File: config.mk
export PLATFORM = sky130hd
export DESIGN_NAME = pipe_seq_ctrl_flat
export DESIGN_NICKNAME = d
export VERILOG_FILES = /design/src/rtl/pipe_seq_ctrl_if.sv /design/src/rtl/pipe_seq_ctrl.sv /design/src/flat_wrapper.sv
export SDC_FILE = /design/constraint.sdc
export NUM_CORES = 1
export LEC_CHECK = 0
export ABC_AREA = 1
export ABC_CLOCK_PERIOD_IN_PS = 4800
export CAP_MARGIN = 25
export CELL_PAD_IN_SITES_DETAIL_PLACEMENT = 1
export CELL_PAD_IN_SITES_GLOBAL_PLACEMENT = 1
export CORE_MARGIN = 4
export CORE_UTILIZATION = 40
export DETAILED_ROUTE_END_ITERATION = 7
export GPL_TIMING_DRIVEN = 0
export PLACE_DENSITY = 0.82
export SYNTH_ARGS = -nofsm -noshare
export SYNTH_HDL_FRONTEND = slang
export SYNTH_SLANG_ARGS = --single-unit
File: constraint.sdc
create_clock -name clk -period 4.8 [get_ports clk]
set_input_delay 0.48 -clock clk [delete_from_list [all_inputs] [get_ports clk]]
set_output_delay 0.48 -clock clk [all_outputs]
set_load 0.005 [all_outputs]
File: src/rtl/pipe_seq_ctrl_if.sv
// Hazard/handshake bundle between the core datapath and the pipeline sequencer.
// The master side (core top or bench) drives hazards and debug requests; the slave side is the sequencer.
interface pipe_seq_ctrl_if #(
  parameter int CNT_W = 32
);
  logic             hdu_stall;
  logic             next_pc_src;
  logic             dm_req;
  logic             dm_ready;
  logic             halt_req;
  logic             step_req;
  logic             pc_en;
  logic             fd_en;
  logic             fd_clr;
  logic             de_clr;
  logic             pipe_en;
  logic             halted;
  logic             mem_err;
  logic [CNT_W-1:0] stall_cnt;

  modport master (
    output hdu_stall, next_pc_src, dm_req, dm_ready, halt_req, step_req,
    input  pc_en, fd_en, fd_clr, de_clr, pipe_en, halted, mem_err, stall_cnt
  );

  modport slave (
    input  hdu_stall, next_pc_src, dm_req, dm_ready, halt_req, step_req,
    output pc_en, fd_en, fd_clr, de_clr, pipe_en, halted, mem_err, stall_cnt
  );
endinterface

File: src/rtl/pipe_seq_ctrl.sv
// Central five-stage pipeline sequencer: owns every stage-register enable/clear and arbitrates
// load-use stalls, branch flushes, data-memory waits, post-reset bubbles and debug halt/step.
module pipe_seq_ctrl #(
  parameter int FLUSH_CYCLES = 4,
  parameter int MEM_TIMEOUT  = 16,
  parameter int CNT_W        = 32
) (
  input  logic           clk,
  input  logic           rst_n,
  pipe_seq_ctrl_if.slave bus
);

  localparam int FC_W = (FLUSH_CYCLES > 1) ? $clog2(FLUSH_CYCLES) : 1;
  localparam int WT_W = $clog2(MEM_TIMEOUT);

  typedef enum logic [2:0] {
    S_FLUSH    = 3'd0,
    S_RUN      = 3'd1,
    S_MEM_WAIT = 3'd2,
    S_HALTED   = 3'd3,
    S_STEP     = 3'd4
  } state_t;

  typedef struct packed {
    logic pc_en;
    logic fd_en;
    logic fd_clr;
    logic de_clr;
    logic pipe_en;
  } ctl_t;

  state_t           r_state;
  state_t           r_ret;
  logic [FC_W-1:0]  r_flush_cnt;
  logic [WT_W-1:0]  r_wait_cnt;
  logic             r_step_q;
  logic             r_mem_err;
  logic [CNT_W-1:0] r_stall_cnt;

  state_t           w_state_next;
  state_t           w_ret_next;
  logic [FC_W-1:0]  w_flush_next;
  logic [WT_W-1:0]  w_wait_next;
  logic             w_set_err;
  logic             w_count_stall;
  logic             w_freeze;
  logic             w_step_edge;
  logic             w_timeout;
  ctl_t             w_ctl;

  // Base decision, priority: memory freeze > taken branch > load-use stall > advance.
  // A taken branch also kills a simultaneous load-use stall so the PC is never held.
  function automatic ctl_t base_decision(input logic freeze, input logic br, input logic hdu);
    ctl_t c;
    c = '0;
    if (freeze) begin
      c = '0;
    end else if (br) begin
      c.pc_en   = 1'b1;
      c.fd_en   = 1'b1;
      c.fd_clr  = 1'b1;
      c.de_clr  = 1'b1;
      c.pipe_en = 1'b1;
    end else if (hdu) begin
      c.de_clr  = 1'b1;
      c.pipe_en = 1'b1;
    end else begin
      c.pc_en   = 1'b1;
      c.fd_en   = 1'b1;
      c.pipe_en = 1'b1;
    end
    return c;
  endfunction

  assign w_freeze    = bus.dm_req & ~bus.dm_ready;
  assign w_step_edge = bus.step_req & ~r_step_q;
  assign w_timeout   = (r_wait_cnt == WT_W'(MEM_TIMEOUT - 1));

  always_comb begin
    w_ctl        = '0;
    w_state_next = r_state;
    w_ret_next   = r_ret;
    w_flush_next = r_flush_cnt;
    w_wait_next  = r_wait_cnt;
    w_set_err    = 1'b0;
    case (r_state)
      S_FLUSH: begin
        w_ctl.fd_clr  = 1'b1;
        w_ctl.de_clr  = 1'b1;
        w_ctl.pipe_en = 1'b1;
        if (r_flush_cnt == '0) begin
          w_state_next = S_RUN;
        end else begin
          w_flush_next = r_flush_cnt - FC_W'(1);
        end
      end
      S_RUN: begin
        w_ctl = base_decision(w_freeze, bus.next_pc_src, bus.hdu_stall);
        if (w_freeze) begin
          w_state_next = S_MEM_WAIT;
          w_ret_next   = S_RUN;
          w_wait_next  = '0;
        end else if (bus.halt_req) begin
          w_state_next = S_HALTED;
        end
      end
      S_MEM_WAIT: begin
        w_wait_next = r_wait_cnt + WT_W'(1);
        // Release on ready, or force it after the timeout so a dead slave cannot hang the core.
        if (bus.dm_ready || w_timeout) begin
          w_ctl        = base_decision(1'b0, bus.next_pc_src, bus.hdu_stall);
          w_state_next = r_ret;
          w_set_err    = ~bus.dm_ready;
        end
      end
      S_HALTED: begin
        if (w_step_edge) begin
          w_state_next = S_STEP;
        end else if (!bus.halt_req) begin
          w_state_next = S_RUN;
        end
      end
      S_STEP: begin
        w_ctl = base_decision(w_freeze, bus.next_pc_src, bus.hdu_stall);
        if (w_freeze) begin
          w_state_next = S_MEM_WAIT;
          w_ret_next   = S_HALTED;
          w_wait_next  = '0;
        end else begin
          w_state_next = S_HALTED;
        end
      end
      default: begin
        w_state_next = S_FLUSH;
      end
    endcase
  end

  assign w_count_stall = ((r_state == S_RUN) || (r_state == S_STEP) || (r_state == S_MEM_WAIT))
                         && !w_ctl.pc_en;

  always_ff @(posedge clk) begin
    if (!rst_n) begin
      r_state     <= S_FLUSH;
      r_ret       <= S_RUN;
      r_flush_cnt <= FC_W'(FLUSH_CYCLES - 1);
      r_wait_cnt  <= '0;
      r_step_q    <= 1'b0;
      r_mem_err   <= 1'b0;
      r_stall_cnt <= '0;
    end else begin
      r_state     <= w_state_next;
      r_ret       <= w_ret_next;
      r_flush_cnt <= w_flush_next;
      r_wait_cnt  <= w_wait_next;
      r_step_q    <= bus.step_req;
      r_mem_err   <= r_mem_err | w_set_err;
      if (w_count_stall && (r_stall_cnt != {CNT_W{1'b1}})) begin
        r_stall_cnt <= r_stall_cnt + CNT_W'(1);
      end
    end
  end

  assign bus.pc_en     = w_ctl.pc_en;
  assign bus.fd_en     = w_ctl.fd_en;
  assign bus.fd_clr    = w_ctl.fd_clr;
  assign bus.de_clr    = w_ctl.de_clr;
  assign bus.pipe_en   = w_ctl.pipe_en;
  assign bus.halted    = (r_state == S_HALTED);
  assign bus.mem_err   = r_mem_err;
  assign bus.stall_cnt = r_stall_cnt;

endmodule

File: src/flat_wrapper.sv
// flat-port wrapper written by rule: the top's interface ports become plain ports
module pipe_seq_ctrl_flat 
#(
  parameter int FLUSH_CYCLES = 4,
  parameter int MEM_TIMEOUT  = 16,
  parameter int CNT_W        = 32
)
  (clk, rst_n, bus_hdu_stall, bus_next_pc_src, bus_dm_req, bus_dm_ready, bus_halt_req, bus_step_req, bus_pc_en, bus_fd_en, bus_fd_clr, bus_de_clr, bus_pipe_en, bus_halted, bus_mem_err, bus_stall_cnt);
  pipe_seq_ctrl_if #(.CNT_W(CNT_W)) bus_i ();
  input  logic clk;
  input  logic rst_n;
  input wire logic [$bits(bus_i.hdu_stall)-1:0] bus_hdu_stall;
  input wire logic [$bits(bus_i.next_pc_src)-1:0] bus_next_pc_src;
  input wire logic [$bits(bus_i.dm_req)-1:0] bus_dm_req;
  input wire logic [$bits(bus_i.dm_ready)-1:0] bus_dm_ready;
  input wire logic [$bits(bus_i.halt_req)-1:0] bus_halt_req;
  input wire logic [$bits(bus_i.step_req)-1:0] bus_step_req;
  output wire logic [$bits(bus_i.pc_en)-1:0] bus_pc_en;
  output wire logic [$bits(bus_i.fd_en)-1:0] bus_fd_en;
  output wire logic [$bits(bus_i.fd_clr)-1:0] bus_fd_clr;
  output wire logic [$bits(bus_i.de_clr)-1:0] bus_de_clr;
  output wire logic [$bits(bus_i.pipe_en)-1:0] bus_pipe_en;
  output wire logic [$bits(bus_i.halted)-1:0] bus_halted;
  output wire logic [$bits(bus_i.mem_err)-1:0] bus_mem_err;
  output wire logic [$bits(bus_i.stall_cnt)-1:0] bus_stall_cnt;
  assign bus_i.hdu_stall = bus_hdu_stall;
  assign bus_i.next_pc_src = bus_next_pc_src;
  assign bus_i.dm_req = bus_dm_req;
  assign bus_i.dm_ready = bus_dm_ready;
  assign bus_i.halt_req = bus_halt_req;
  assign bus_i.step_req = bus_step_req;
  assign bus_pc_en = bus_i.pc_en;
  assign bus_fd_en = bus_i.fd_en;
  assign bus_fd_clr = bus_i.fd_clr;
  assign bus_de_clr = bus_i.de_clr;
  assign bus_pipe_en = bus_i.pipe_en;
  assign bus_halted = bus_i.halted;
  assign bus_mem_err = bus_i.mem_err;
  assign bus_stall_cnt = bus_i.stall_cnt;
  pipe_seq_ctrl #(.FLUSH_CYCLES(FLUSH_CYCLES), .MEM_TIMEOUT(MEM_TIMEOUT), .CNT_W(CNT_W)) u_core (.clk(clk), .rst_n(rst_n), .bus(bus_i));
endmodule
==> flow_results.xml <==
<?xml version="1.0" encoding="UTF-8"?>
<metrics>
  <group name="cts">
    <metric name="cts-root-to-sink-buffers" unit="">2</metric>
    <metric name="clock_sinks" unit="">44</metric>
    <metric name="cts_resized" unit="">0</metric>
    <metric name="clk_root_buffer_cell" unit="">sky130_fd_sc_hd__clkbuf_8</metric>
    <metric name="clock_latency" unit="ps">310</metric>
    <metric name="tritoncts" unit="">done</metric>
    <metric name="cts_buffer_count" unit="">5</metric>
    <metric name="cts.repair_timing.setup_buffer_count" unit="">0</metric>
    <metric name="number_of_buffers_added_to_fix_hold_violations_after_cts" unit="">0</metric>
    <metric name="h-tree-depth" unit="">2</metric>
    <metric name="clkSlewWorstSetupHoldPaths" unit="ps">90</metric>
  </group>
  <group name="finish">
    <metric name="drive_gt1_frac" unit="">0.114</metric>
    <metric name="final.fill_count" unit="">1025</metric>
    <metric name="layout.core_utilization" unit="">0.514</metric>
    <metric name="most-common-layout-cells" unit="">sky130_fd_sc_hd__nand2_1, sky130_fd_sc_hd__nor2_1, sky130_fd_sc_hd__clkdlybuf4s50_1</metric>
    <metric name="mostFrequentLayoutCell" unit="">sky130_fd_sc_hd__nand2_1</metric>
    <metric name="fin_nets" unit="">537</metric>
    <metric name="flow.area_growth_from_synthesis" unit="%">24.9</metric>
    <metric name="antenna_cells" unit="">0</metric>
  </group>
  <group name="worst_setup_path">
    <metric name="critPathMaxFanout" unit="">4</metric>
    <metric name="setup.worst_path.class" unit="">reg2out</metric>
    <metric name="worstPathRequired" unit="ps">4320</metric>
    <metric name="cp-start-kind" unit="">flop</metric>
    <metric name="worstSetupEndpointType" unit="">primary output</metric>
    <metric name="critical_path_arrival" unit="ps">2080</metric>
  </group>
  <group name="synthesis">
    <metric name="synth_top_cell_area_share" unit="">0.295</metric>
    <metric name="synth_top_family_by_area" unit="">simple AND/OR/NAND/NOR gates</metric>
    <metric name="synth_xor_xnor_area_share" unit="">0.0441</metric>
    <metric name="synth_area_in_compound_gates" unit="">0.0709</metric>
    <metric name="synth.cell_area" unit="um2">2980</metric>
    <metric name="netlist-cell-type-count" unit="">31</metric>
    <metric name="synthSimpleGateAreaFrac" unit="">0.486</metric>
    <metric name="post_synth.cell_area_avg" unit="um2">6.30</metric>
    <metric name="synthMuxAreaShare" unit="">0</metric>
    <metric name="synthesis.yosys.warnings" unit="">0</metric>
    <metric name="ys_ff_latch" unit="">44</metric>
    <metric name="synth_top_area_cell" unit="">sky130_fd_sc_hd__dfxtp_1</metric>
    <metric name="synthTopCellsByArea" unit="">sky130_fd_sc_hd__dfxtp_1, sky130_fd_sc_hd__nand2_1, sky130_fd_sc_hd__nor2_1</metric>
    <metric name="syn-instance-count" unit="">473</metric>
    <metric name="synth-adder-area-share" unit="">0.0126</metric>
    <metric name="synth.net_count" unit="">484</metric>
    <metric name="synth_sequential_area_ratio" unit="">0.295</metric>
  </group>
  <group name="global_routing">
    <metric name="grt_antenna_before_repair" unit="">0</metric>
    <metric name="grt_max_degree" unit="">15</metric>
    <metric name="grt_first_pass_wirelength" unit="um">15900</metric>
    <metric name="global_route.overflow_total" unit="">0</metric>
    <metric name="grt_use_total" unit="">0.227</metric>
    <metric name="vias_in_the_first_global_route" unit="">3151</metric>
  </group>
  <group name="die">
    <metric name="die_area" unit="um2">8900</metric>
    <metric name="floorplan.die.width" unit="um">94.3</metric>
    <metric name="top_level_ports" unit="">47</metric>
    <metric name="chipHeight" unit="um">94.3</metric>
    <metric name="placementRows" unit="">31</metric>
    <metric name="initial_utilization" unit="">0.411</metric>
    <metric name="core-area" unit="um2">7250</metric>
  </group>
  <group name="sta">
    <metric name="setup-tns-final" unit="ps">0</metric>
    <metric name="relSlewSlack" unit="">0.517</metric>
    <metric name="post-route-period-util" unit="">0.533</metric>
    <metric name="worst_slack" unit="ps">2240</metric>
    <metric name="finalClockSkew" unit="ps">7.78</metric>
    <metric name="tightestPinTransition" unit="ps">724</metric>
    <metric name="report.final.hold_viol_count" unit="">0</metric>
    <metric name="rsz0062_at_grt" unit="">false</metric>
    <metric name="final-setup-viol-count" unit="">0</metric>
    <metric name="min_clock_period_post_route" unit="ps">2560</metric>
    <metric name="drv_slew" unit="">0</metric>
    <metric name="fmaxAchievable" unit="MHz">391</metric>
  </group>
  <group name="routing">
    <metric name="detailroute.via_count" unit="">3145</metric>
    <metric name="drc" unit="">0</metric>
    <metric name="detailedRoute.firstIterationViolations" unit="">141</metric>
    <metric name="drt-vias-per-instance" unit="">5.02</metric>
    <metric name="routed_wl" unit="um">9700</metric>
    <metric name="drt_pre_antenna_iters" unit="">4</metric>
    <metric name="final_ant_viol_nets" unit="">0</metric>
    <metric name="detail_route.wl_per_cell" unit="um">15.5</metric>
  </group>
  <group name="power_and_ir_drop">
    <metric name="power-per-cell-area" unit="nW/um2">548</metric>
    <metric name="worst_ir_drop_vdd" unit="uV">245</metric>
    <metric name="pleak" unit="nW">1.53</metric>
  </group>
  <group name="place">
    <metric name="buffer_ports.inserted" unit="">46</metric>
    <metric name="post-place-ws" unit="ps">2230</metric>
    <metric name="place.detailed.hpwl" unit="um">7510</metric>
    <metric name="place_congestion" unit="">0.894</metric>
  </group>
  <group name="flow_run">
    <metric name="max_cap_violations" unit="">0</metric>
  </group>
  <group name="run_status">
    <metric name="run_status" unit="">finished clean</metric>
  </group>
  <group name="min_path">
    <metric name="hold_path_class" unit="">reg2reg</metric>
  </group>
</metrics>
## critical path, cell delays in order (launching register included)
cell                              delay [ps]
sky130_fd_sc_hd__dfxtp_1                 350
sky130_fd_sc_hd__ha_1                    240
sky130_fd_sc_hd__nand3_1                 140
sky130_fd_sc_hd__nand2_1                 150
sky130_fd_sc_hd__nand2_1                 120
sky130_fd_sc_hd__nand2_1                  70
sky130_fd_sc_hd__a21oi_1                 190
sky130_fd_sc_hd__nand2_1                  70
sky130_fd_sc_hd__clkdlybuf4s50_1         460
## per-layer routing
metal	global-route usage	vias to the layer above	part of all wire
li1	-	1577	-
met1	0.296	1514	0.47
met2	0.395	45	0.49
met3	0.0351	9	0.029
met4	0.0529	0	0.014
met5	0	-	0
## logic make-up (layout without fill, tap and decap cells)
family	Yosys count	after routing
adder cells (fa/ha/maj)	3	3
buffers and inverters	62	116
AND/OR/NAND/NOR	307	307
flip-flops	44	44
AO/OA/AOI/OAI	42	42
XOR/XNOR	15	15
## power by group
part / switching, W / internal (W)
Sequential: 0.000145 / 0.000463
Clock: 0.000145 / 0.000261
Combinational: 0.000569 / 0.000459
## flip-flops by register name (all words and copies together), names as in the netlist
signal / cells
u_core.bus.stall_cnt: 32
u_core.r_wait_cnt: 4
u_core.r_state: 3
u_core.r_flush_cnt: 2
u_core.bus.mem_err: 1
u_core.r_ret: 1
u_core.r_step_q: 1
## cell usage after synthesis
cell type and count:
sky130_fd_sc_hd__clkbuf_1 4, sky130_fd_sc_hd__nand3b_1 7, sky130_fd_sc_hd__nand4_1 4, sky130_fd_sc_hd__nor3_1 9, sky130_fd_sc_hd__a21oi_1 20, sky130_fd_sc_hd__nand3_1 21
sky130_fd_sc_hd__nand2_1 138, sky130_fd_sc_hd__ha_1 3, sky130_fd_sc_hd__nand3_4 2, sky130_fd_sc_hd__xnor2_1 8, sky130_fd_sc_hd__nor2_4 6, sky130_fd_sc_hd__inv_2 6
sky130_fd_sc_hd__or2_2 1, sky130_fd_sc_hd__a31oi_1 1, sky130_fd_sc_hd__buf_4 3, sky130_fd_sc_hd__nand2_2 5, sky130_fd_sc_hd__o21ai_1 2, sky130_fd_sc_hd__buf_2 2
sky130_fd_sc_hd__xor2_1 7, sky130_fd_sc_hd__nor2_8 2, sky130_fd_sc_hd__o21ai_0 19, sky130_fd_sc_hd__buf_12 1, sky130_fd_sc_hd__nor2_1 87, sky130_fd_sc_hd__inv_1 45
sky130_fd_sc_hd__nand3_2 4, sky130_fd_sc_hd__nor2_2 14, sky130_fd_sc_hd__nor3b_1 1, sky130_fd_sc_hd__nand2_4 5, sky130_fd_sc_hd__buf_6 1, sky130_fd_sc_hd__dfxtp_1 44
sky130_fd_sc_hd__nor4_1 1
## final timing paths
path / startpoint / slack [ps] / to / cells past startpoint
setup / recovery: u_core.r_wait_cnt[0]$_SDFFE_PN0P_ / 2240 / bus_de_clr / 8
hold / removal: u_core.r_step_q$_SDFF_PN0_ / 440 / u_core.r_state[2]$_SDFFE_PN0P_ / 1
setup reg to reg: u_core.bus.stall_cnt[0]$_SDFFE_PN0P_ / 2820 / u_core.bus.stall_cnt[30]$_SDFFE_PN0P_ / 10
hold reg to reg: u_core.r_step_q$_SDFF_PN0_ / 440 / u_core.r_state[2]$_SDFFE_PN0P_ / 1
## final cells by class
| cell class | count | area, um2 | share of cell area |
|---|---|---|---|
| Sequential cell | 44 | 881 | 0.236 |
| Buffer | 11 | 78.8 | 0.0212 |
| Timing Repair Buffer | 46 | 460 | 0.124 |
| Clock inverter | 3 | 90.1 | 0.0242 |
| Clock buffer | 5 | 68.8 | 0.0185 |
| Inverter | 51 | 191 | 0.0514 |
| Tap cell | 99 | 124 | 0.0333 |
| Multi-Input combinational cell | 367 | 1830 | 0.491 |
## metrics by stage
| step | area [um2] | hold WS [ps] | total power (W) | instances |
|---|---|---|---|---|
| floorplan | 2980 | 401 | 0.00122 | 473 |
| global placement | 3570 | 415 | 0.00160 | 618 |
| detailed placement | 3570 | 431 | 0.00165 | 618 |
| CTS | 3720 | 441 | 0.00206 | 626 |
| global route | 3720 | 450 | 0.00219 | 626 |
| finish | 3720 | 436 | 0.00204 | 626 |
Power figures use the tool's default switching activity.
